===== src/rtl/seven_scan.sv =====
// seven_scan: time-multiplexed scan controller for an N-digit common-anode
// seven-segment display. Double-buffered digit codes, blanking gap before
// each digit, optional leading-zero suppression, active-low digit selects.
module seven_scan #(
    parameter int unsigned DIGITS = 4,
    parameter int unsigned DIV    = 50000,
    parameter int unsigned BLANK  = 500
) (
    input  logic                  clk,
    input  logic                  rst_n,
    input  logic                  en,
    input  logic                  load,
    input  logic [5*DIGITS-1:0]   digits_in,
    input  logic [DIGITS-1:0]     dp_in,
    input  logic                  lz_sup,
    output logic [4:0]            code_out,
    output logic                  dp_out,
    output logic [DIGITS-1:0]     sel_n,
    output logic                  frame_done
);

    localparam int unsigned CODE_W  = 5;
    localparam int unsigned CNT_MAX = (DIV > BLANK) ? DIV : BLANK;
    localparam int unsigned CNT_W   = (CNT_MAX > 1) ? $clog2(CNT_MAX) : 1;
    localparam int unsigned IDX_W   = (DIGITS > 1) ? $clog2(DIGITS) : 1;

    localparam logic [CNT_W-1:0]  BLANK_END  = CNT_W'(BLANK - 1);
    localparam logic [CNT_W-1:0]  SHOW_END   = CNT_W'(DIV - 1);
    localparam logic [IDX_W-1:0]  LAST_IDX   = IDX_W'(DIGITS - 1);
    localparam logic [CODE_W-1:0] CODE_BLANK = 5'h1F;

    typedef enum logic [1:0] {
        S_IDLE  = 2'd0,
        S_BLANK = 2'd1,
        S_SHOW  = 2'd2
    } state_t;

    state_t                     state;
    state_t                     state_d;

    logic [CNT_W-1:0]           cnt;
    logic [CNT_W-1:0]           cnt_d;
    logic [IDX_W-1:0]           idx;
    logic [IDX_W-1:0]           idx_d;

    logic [CODE_W*DIGITS-1:0]   pend_code;
    logic [DIGITS-1:0]          pend_dp;
    logic [CODE_W*DIGITS-1:0]   act_code;
    logic [DIGITS-1:0]          act_dp;
    logic [CODE_W*DIGITS-1:0]   act_code_d;
    logic [DIGITS-1:0]          act_dp_d;

    logic                       swap;
    logic                       ld_slot;
    logic                       fd_d;
    logic                       upper_zero;
    logic [CODE_W-1:0]          slot_code;
    logic                       slot_dp;

    logic [CODE_W-1:0]          code_d;
    logic                       dp_d;
    logic [DIGITS-1:0]          sel_d;

    // State register
    always_ff @(posedge clk or negedge rst_n) begin
        if (!rst_n) begin
            state <= S_IDLE;
        end else begin
            state <= state_d;
        end
    end

    // Next-state: dropping en always returns to IDLE on the next clock
    always_comb begin
        state_d = state;
        if (!en) begin
            state_d = S_IDLE;
        end else begin
            case (state)
                S_IDLE:  state_d = S_BLANK;
                S_BLANK: if (cnt == BLANK_END) state_d = S_SHOW;
                S_SHOW:  if (cnt == SHOW_END)  state_d = S_BLANK;
                default: state_d = S_IDLE;
            endcase
        end
    end

    // Slot sequencing: counter, digit index, frame boundary and swap request
    always_comb begin
        cnt_d   = cnt;
        idx_d   = idx;
        swap    = 1'b0;
        ld_slot = 1'b0;
        fd_d    = 1'b0;
        if (!en) begin
            cnt_d = '0;
            idx_d = '0;
        end else begin
            case (state)
                S_IDLE: begin
                    cnt_d   = '0;
                    idx_d   = '0;
                    swap    = 1'b1;
                    ld_slot = 1'b1;
                end
                S_BLANK: begin
                    if (cnt == BLANK_END) begin
                        cnt_d = '0;
                    end else begin
                        cnt_d = cnt + CNT_W'(1);
                    end
                end
                S_SHOW: begin
                    if (cnt == SHOW_END) begin
                        cnt_d   = '0;
                        ld_slot = 1'b1;
                        if (idx == LAST_IDX) begin
                            idx_d = '0;
                            swap  = 1'b1;
                            fd_d  = 1'b1;
                        end else begin
                            idx_d = idx + IDX_W'(1);
                        end
                    end else begin
                        cnt_d = cnt + CNT_W'(1);
                    end
                end
                default: begin
                    cnt_d = '0;
                    idx_d = '0;
                end
            endcase
        end
    end

    // Next active buffer and the code/dp for the digit about to be blanked-in;
    // newest load wins on a swap cycle, leading zeros scanned from the top down
    always_comb begin
        act_code_d = act_code;
        act_dp_d   = act_dp;
        if (swap) begin
            act_code_d = load ? digits_in : pend_code;
            act_dp_d   = load ? dp_in     : pend_dp;
        end
        upper_zero = 1'b1;
        slot_code  = CODE_BLANK;
        slot_dp    = 1'b0;
        for (int i = DIGITS - 1; i >= 0; i--) begin
            upper_zero = upper_zero & (act_code_d[CODE_W*i +: CODE_W] == 5'd0) & ~act_dp_d[i];
            if (IDX_W'(i) == idx_d) begin
                if (lz_sup && (i != 0) && upper_zero) begin
                    slot_code = CODE_BLANK;
                    slot_dp   = 1'b0;
                end else begin
                    slot_code = act_code_d[CODE_W*i +: CODE_W];
                    slot_dp   = act_dp_d[i];
                end
            end
        end
    end

    // Output next-values: selects follow the slot phase, code/dp change only on
    // blank entry so they are settled before the digit is selected
    always_comb begin
        sel_d  = sel_n;
        code_d = code_out;
        dp_d   = dp_out;
        if (!en) begin
            sel_d  = '1;
            code_d = CODE_BLANK;
            dp_d   = 1'b0;
        end else begin
            case (state)
                S_IDLE:  sel_d = '1;
                S_BLANK: if (cnt == BLANK_END) sel_d = ~(DIGITS'(1) << idx);
                S_SHOW:  if (cnt == SHOW_END)  sel_d = '1;
                default: sel_d = '1;
            endcase
            if (ld_slot) begin
                code_d = slot_code;
                dp_d   = slot_dp;
            end
        end
    end

    // Slot counter and digit index
    always_ff @(posedge clk or negedge rst_n) begin
        if (!rst_n) begin
            cnt <= '0;
            idx <= '0;
        end else begin
            cnt <= cnt_d;
            idx <= idx_d;
        end
    end

    // Pending buffer: captured on any load strobe
    always_ff @(posedge clk or negedge rst_n) begin
        if (!rst_n) begin
            pend_code <= '0;
            pend_dp   <= '0;
        end else if (load) begin
            pend_code <= digits_in;
            pend_dp   <= dp_in;
        end
    end

    // Active buffer: only changes at a frame boundary so a frame never tears
    always_ff @(posedge clk or negedge rst_n) begin
        if (!rst_n) begin
            act_code <= '0;
            act_dp   <= '0;
        end else begin
            act_code <= act_code_d;
            act_dp   <= act_dp_d;
        end
    end

    // Registered outputs
    always_ff @(posedge clk or negedge rst_n) begin
        if (!rst_n) begin
            sel_n      <= '1;
            code_out   <= CODE_BLANK;
            dp_out     <= 1'b0;
            frame_done <= 1'b0;
        end else begin
            sel_n      <= sel_d;
            code_out   <= code_d;
            dp_out     <= dp_d;
            frame_done <= fd_d;
        end
    end

endmodule


===== config.mk =====
export PLATFORM = sky130hd
export DESIGN_NAME = seven_scan
export DESIGN_NICKNAME = d
export VERILOG_FILES = /design/src/rtl/seven_scan.sv
export SDC_FILE = /design/constraint.sdc
export NUM_CORES = 1
export LEC_CHECK = 0
export ABC_CLOCK_PERIOD_IN_PS = 4350
export BUFFER_PORTS_ARGS = -buffer_cell sky130_fd_sc_hd__buf_2
export CAP_MARGIN = 20
export CORE_UTILIZATION = 45
export DETAILED_ROUTE_END_ITERATION = 10
export HOLD_SLACK_MARGIN = 0.1
export PLACE_DENSITY_LB_ADDON = 0.15
export RECOVER_POWER = 25
export SLEW_MARGIN = 40
export SYNTH_ARGS = -nofsm -noshare
export SYNTH_HDL_FRONTEND = slang
export SYNTH_SLANG_ARGS = --single-unit

===== constraint.sdc =====
create_clock -name clk -period 4.35 [get_ports clk]
set_input_delay 0.6525 -clock clk [delete_from_list [all_inputs] [get_ports clk]]
set_output_delay 0.6525 -clock clk [all_outputs]
set_load 0.005 [all_outputs]

==> qor.yml, run 1 <==
status:
  status: "finished, violations left"
  violations: "capacitance limit, slew limit"
job:
  maxCapViolations: 1
clocking:
  cts_sinks: 79
  cts-root-buf: "clkbuf_8"
  clk_latency_ps: 360
  cts_buffer_depth: 2
  hold_buffers: 0
  path_clk_slew_ps: 80
  ctsResizeCount: 0
  h-tree-depth: 3
  cts_tree: "done"
  cts_setup_buffers: 0
  numCtsBuffers: 9
global_route:
  first_global_vias: 2512
  grtUsageTotal_pct: 18.47
  gr-total-overflow: 0
  grt_antenna_before_repair: 0
  grt_start_max_net_pins: 80
  grt_pass1_wl_um: 12300
placed_design:
  placedCellCount: 449
  port_buffers: 39
  dpl.hpwl_um: 5256
  gp_congestion: 0.8448
  dp_slack_ps: 1104
  dpl_cell_area_mm2: 0.004053
drt:
  ant_nets: 0
  vias: 2483
  drt-vias-per-instance: 5.340
  wl_per_cell_um: 15.83
  drt-total-wl_um: 7362
  drc_errors: 0
  drtIter0Drc: 88
  dr.pass1.iters: 4
sta:
  setup_tns_ps: 0
  setup_viol: 0
  slew_headroom_pct: -26.08
  fin_ws_ps: 1111
  worstMarginPinSlew_ps: 1891
  final.period_utilization_pct: 74.45
  finClkSkew_ps: 12.47
  rsz0062_at_grt: "false"
  slew_viol_final: 80
  finalCriticalPeriod_ps: 3239
  hold_viol: 0
  max_freq_mhz: 308.8
cells_and_area:
  layout_commonest_cell: "dfrtp_1"
  layout_common_cells: "dfrtp_1, mux2_2, buf_2"
  antennaDiodeCount: 0
  fin_cells: 465
  syn_to_final_growth_pct: 12.81
  final_area_mm2: 0.004274
  nets: 393
  fill_cells: 746
  drive_above_1_share_pct: 35.83
yosys:
  syn_area_per_cell_um2: 12.07
  synth_edf_count: 0
  syn_inst: 314
  yosys_most_used_dff: "dfrtp_1"
  netlist_area_mm2: 0.003789
  synth-seq-area-share_pct: 52.48
  ys_ff_latch: 79
  synth_cell_types: 56
  synth_nets: 352
  synthArstFlopShare_pct: 100.0
  yosysWarningCount: 0
pwr:
  ir_drop_mv: 0.2216
  p_per_area_mw_per_mm2: 501.0
  p_leak_nw: 1.776
floorplanning:
  dieArea_mm2: 0.008790
  io_pins: 40
  row_count: 33
  start_util_pct: 46.34
  core_area_mm2: 0.008175
  die_y_um: 93.76
  die_width_um: 93.76
setup_path:
  worstRegToRegCells: 8
  crit_cells: 8
  crit_chain: "or4b_4 > nor4_4 > a21o_1 > buf_4 > mux2_2 > nor3_4 > o221ai_1 > a211oi_1"
  worstPathRequired_ps: 4610
  crit_fanout: 27
  cp_slowest_stage_delay_ps: 590
  cp-start-kind: "register"
  worstSetupPathType: "reg2reg"
  worstPathArrival_ps: 3500
  crit_slowest_cell: "or4b_4"
  cp.buffers_inverters: 1
  worst_setup_path_end_kind: "register"
  cp_top_family: "simple AND/OR/NAND/NOR gates"
worst_hold_path:
  min_delay_path_depth: 1
  hp-class: "reg2reg"
-- cell families after synthesis --
family / count (synthesis) / share of synthesized area, %
AOI/OAI and AO/OA: 41 / 8.025
xor gates and xnor gates: 14 / 3.237
adders and majority gates: 9 / 2.972
buffers and inverters: 17 / 2.708
DFF: 79 / 52.48
muxes: 50 / 14.76
and+or+nand+nor: 104 / 15.82
-- power by group --
part	internal, W	switching (W)
Clock	0.000342	0.000276
Sequential	0.000919	0.0000768
Combinational	0.000250	0.000278
Total	0.00151	0.000630
-- Yosys cell counts, types with 2 or more instances --
cell | number | area [µm²]
and4b_1 | 4 | 40.04
and3_2 | 2 | 15.01
a211oi_1 | 8 | 60.06
buf_6 | 2 | 22.52
nand2_1 | 12 | 45.04
nand2b_1 | 5 | 31.28
nor3_1 | 5 | 25.02
nand4b_1 | 2 | 17.52
clkbuf_1 | 5 | 18.77
nor2_1 | 37 | 138.9
and3_1 | 6 | 37.54
nor4_1 | 4 | 25.02
mux2i_1 | 3 | 30.03
dfstp_2 | 9 | 236.5
and2_2 | 3 | 22.52
xnor2_1 | 7 | 61.31
inv_1 | 7 | 26.28
o221ai_1 | 4 | 35.03
a22oi_1 | 3 | 22.52
nand3_1 | 4 | 20.02
or4_1 | 2 | 15.01
and2_1 | 2 | 12.51
xor2_1 | 7 | 61.31
dfrtp_1 | 70 | 1752
mux2_2 | 47 | 529.3
o31ai_1 | 2 | 15.01
nand4_1 | 4 | 25.02
a21oi_1 | 12 | 60.06
ha_1 | 9 | 112.6
-- state kept, by name, summed over array words and instances (netlist names) --
| signal | flops |
|---|---|
| state | 2 |
| act_code | 20 |
| code_out | 5 |
| pend_code | 20 |
| frame_done | 1 |
| sel_n | 4 |
| act_dp | 4 |
| cnt | 16 |
| dp_out | 1 |
| pend_dp | 4 |
| idx | 2 |
-- through the flow --
stage | total power (W) | hold WS [ps] | util [%]
final | 0.002141 | 467.3 | 52.28
after global routing | 0.002280 | 501.7 | 52.28
after CTS | 0.002170 | 343.4 | 52.36
after detailed placement | 0.001547 | 458.8 | 49.57
after global placement | 0.001542 | 458.0 | 49.53
after floorplan | 0.001405 | 356.9 | -
-- cell type report --
cell class	instances	area, µm²	area share (%)
Sequential cell	79	1988	46.52
Multi-Input combinational cell	218	1698	39.72
Timing Repair Buffer	40	202.7	4.742
Clock buffer	10	137.6	3.220
Tap cell	105	131.4	3.074
Clock inverter	6	90.09	2.108
Inverter	7	26.28	0.6148
-- per-layer routing --
layer | track usage, % | part of all wire, %
met1 | 25.66 | 49
met2 | 27.98 | 47
met3 | 4.288 | 3.5
met4 | 7.051 | 0.71
met5 | 0 | 0
-- final timing paths --
kind                        start             to  slack [ps]
hold / removal             cnt[0]         cnt[0]         470
setup / recovery           cnt[4]    code_out[1]        1110
max in group asynchronous   rst_n         cnt[1]        2410
setup reg to reg           cnt[4]    code_out[1]        1110
hold reg to reg            cnt[0]         cnt[0]         470
min in group asynchronous   rst_n  pend_code[14]         810
(Power assumes the default switching activity.)
==> run 2, diff against run 1 <==
--- a/config.mk
+++ b/config.mk
@@ -5,7 +5,7 @@
 export SDC_FILE = /design/constraint.sdc
 export NUM_CORES = 1
 export LEC_CHECK = 0
-export ABC_CLOCK_PERIOD_IN_PS = 4350
+export ABC_CLOCK_PERIOD_IN_PS = 3380
 export BUFFER_PORTS_ARGS = -buffer_cell sky130_fd_sc_hd__buf_2
 export CAP_MARGIN = 20
 export CORE_UTILIZATION = 45
==> constraint.sdc (replaced) <==
create_clock -name clk -period 3.38 [get_ports clk]
set_input_delay 0.507 -clock clk [delete_from_list [all_inputs] [get_ports clk]]
set_output_delay 0.507 -clock clk [all_outputs]
set_load 0.005 [all_outputs]
==> run 2 against run 1 <==
The flow still finishes with violations (capacitance limit, slew limit). Die area did not move. Routed wire length rose by 1.4%. Hold slack got worse by 60 ps.
==> qor.yml, run 2 (synthesis results as in run 1) <==
drt:
  dr.pass1.iters: 4  # unchanged
  met2WireLength_um: 3500  # +1.4%
  drt-total-wl_um: 7465  # +1.4%
  drc_errors: 0  # unchanged
  wl_met1_um: 3644  # +1.2%
  wl_per_cell_um: 15.99  # +0.96%
  vias: 2500  # +0.68%
  drt-vias-per-instance: 5.353  # +0.25%
  drtIter0Drc: 111  # +26%
  route.met3.wl_um: 251  # -1.2%
  ant_nets: 0  # unchanged
  routed.top_layer: "met4"
setup_path:
  worst_setup_path_end_kind: "register"
  worstPathArrival_ps: 3130  # -370 ps
  worstPathRequired_ps: 3650  # -960 ps
  crit_slowest_cell: "or4b_4"
  worstSetupPathType: "reg2reg"
  cp-start-kind: "register"
  reg2reg_from: "cnt[4]"
  crit_fanout: 6  # -78%
  crit_chain: "or4b_4 > o41a_1 > a22o_1 > nor3_1 > o21ai_0 > o211ai_1 > a21oi_1"
  cp_slowest_stage_delay_ps: 590  # about the same
  r2r_slack_ps: 510  # -600 ps
  startpoint: "cnt[4]"
sta:
  finalCriticalPeriod_ps: 2867  # -372.0 ps
  slew_viol_final: 80  # unchanged
  setup_tns_ps: 0  # unchanged
  final.period_utilization_pct: 84.81  # +10 points
  rsz0062_at_grt: "false"
  hold_viol: 0  # unchanged
  slew_headroom_pct: -27.59  # -1.5 points
  max_freq_mhz: 348.9  # +13%
  finClkSkew_ps: 10.56  # -1.903 ps
  setup_viol: 0  # unchanged
  worstMarginPinSlew_ps: 1914  # +22.74 ps
job:
  maxCapViolations: 1  # unchanged
clocking:
  ctsResizeCount: 0  # unchanged
  h-tree-depth: 3  # unchanged
  cts_setup_buffers: 0  # unchanged
  clk_latency_ps: 350  # about the same
  cts-root-buf: "clkbuf_8"
  path_clk_slew_ps: 80  # about the same
  cts_tree: "done"
  cts_sinks: 79  # unchanged
  hold_buffers: 0  # unchanged
  numCtsBuffers: 9  # unchanged
  cts_buffer_depth: 2  # unchanged
pwr:
  p_leak_nw: 1.767  # -0.47%
  p_per_area_mw_per_mm2: 627.9  # +25%
  ir_drop_mv: 0.2972  # +34%
floorplanning:
  start_util_pct: 46.34  # unchanged
  die_width_um: 93.76  # unchanged
  io_pins: 40  # unchanged
  row_count: 33  # unchanged
  dieArea_mm2: 0.008790  # unchanged
  die_y_um: 93.76  # unchanged
  core_area_mm2: 0.008175  # unchanged
cells_and_area:
  reg.largest.list: "act_code x20, pend_code x20, cnt x16"
  layout_commonest_cell: "dfrtp_1"
  final_area_mm2: 0.004269  # -0.12%
  syn_to_final_growth_pct: 12.68
  antennaDiodeCount: 0  # unchanged
  drive_above_1_share_pct: 36.19  # +0.35 points
  nets: 395  # +0.51%
  layout_common_cells: "dfrtp_1, mux2_2, buf_2"
global_route:
  gr-total-overflow: 0  # unchanged
  grtUsageTotal_pct: 18.51  # +0.041 points
  grt_pass1_wl_um: 12190  # -0.84%
  first_global_vias: 2411  # -4.0%
  grt_start_max_net_pins: 80  # unchanged
  grt_antenna_before_repair: 0  # unchanged
placed_design:
  gp_congestion: 0.7899  # -6.5%
  dpl_cell_area_mm2: 0.004068  # +0.37%
  port_buffers: 39  # unchanged
  dpl.hpwl_um: 5353  # +1.8%
worst_hold_path:
  hp-class: "in2reg"
  hp-start: "digits_in[2]"
status:
  violations: "capacitance limit, slew limit"
  status: "finished, violations left"
run 2: cell count changes in the layout (fill, tap and decap cells not counted):
cell / before / now
bufinv_16: 2 / 1
clkinvlp_4: 1 / 3
inv_6: 2 / 0
clkinv_2: 1 / 0
buf_4: 1 / 3
clkinv_4: 0 / 2
run 2: per-stage QoR:
| stage | utilization [%] | cells | worst slack [ps] | total power, W | hold slack [ps] |
|---|---|---|---|---|---|
| 6_report | 52.22 | 467 | 513.4 | 0.002681 | 407.4 |
| 5_1_grt | 52.22 | 467 | 328.8 | 0.002856 | 395.1 |
| 4_1_cts | 52.30 | 467 | 522.2 | 0.002722 | 210.7 |
| 3_5_place_dp | 49.76 | 451 | 517.5 | 0.001999 | 454.7 |
| 3_3_place_gp | 49.71 | 451 | 559.9 | 0.001985 | 457.2 |
| 2_1_floorplan | - | 314 | 646.3 | 0.001808 | 211.4 |
run 2: worst max-delay path: cells and delay by family (launching register included):
kind	cells	cell delay [ps]
flops	1	430
simple gates	2	1100
compound gates	5	1280
run 2: worst paths after layout:
kind	endpoint	depth (start not counted)
min reg2reg	cnt[0]	1
min in group asynchronous	pend_code[14]	1
max	code_out[4]	7
max reg2reg	code_out[4]	7
max in group asynchronous	cnt[11]	1
min	pend_code[2]	2
run 2: routing by layer:
metal	vias up	global-route usage, %
met2	41	29.26
li1	1226	-
met1	1228	25.21
met5	-	0
met4	0	4.615
met3	5	5.016
run 2: where the power goes:
part	internal, W	switching, W
Combinational	0.000322	0.000361
Sequential	0.00118	0.0000992
Clock	0.000363	0.000352
run 2: final cells by class:
cell class	count	area [µm²]
clock buffer	10	137.6
clock inverter	6	70.07
fill	759	3906
inverter	7	26.28
multi-input combinational	218	1698
sequential	79	1988
tap	105	131.4
timing repair buffer	42	217.7
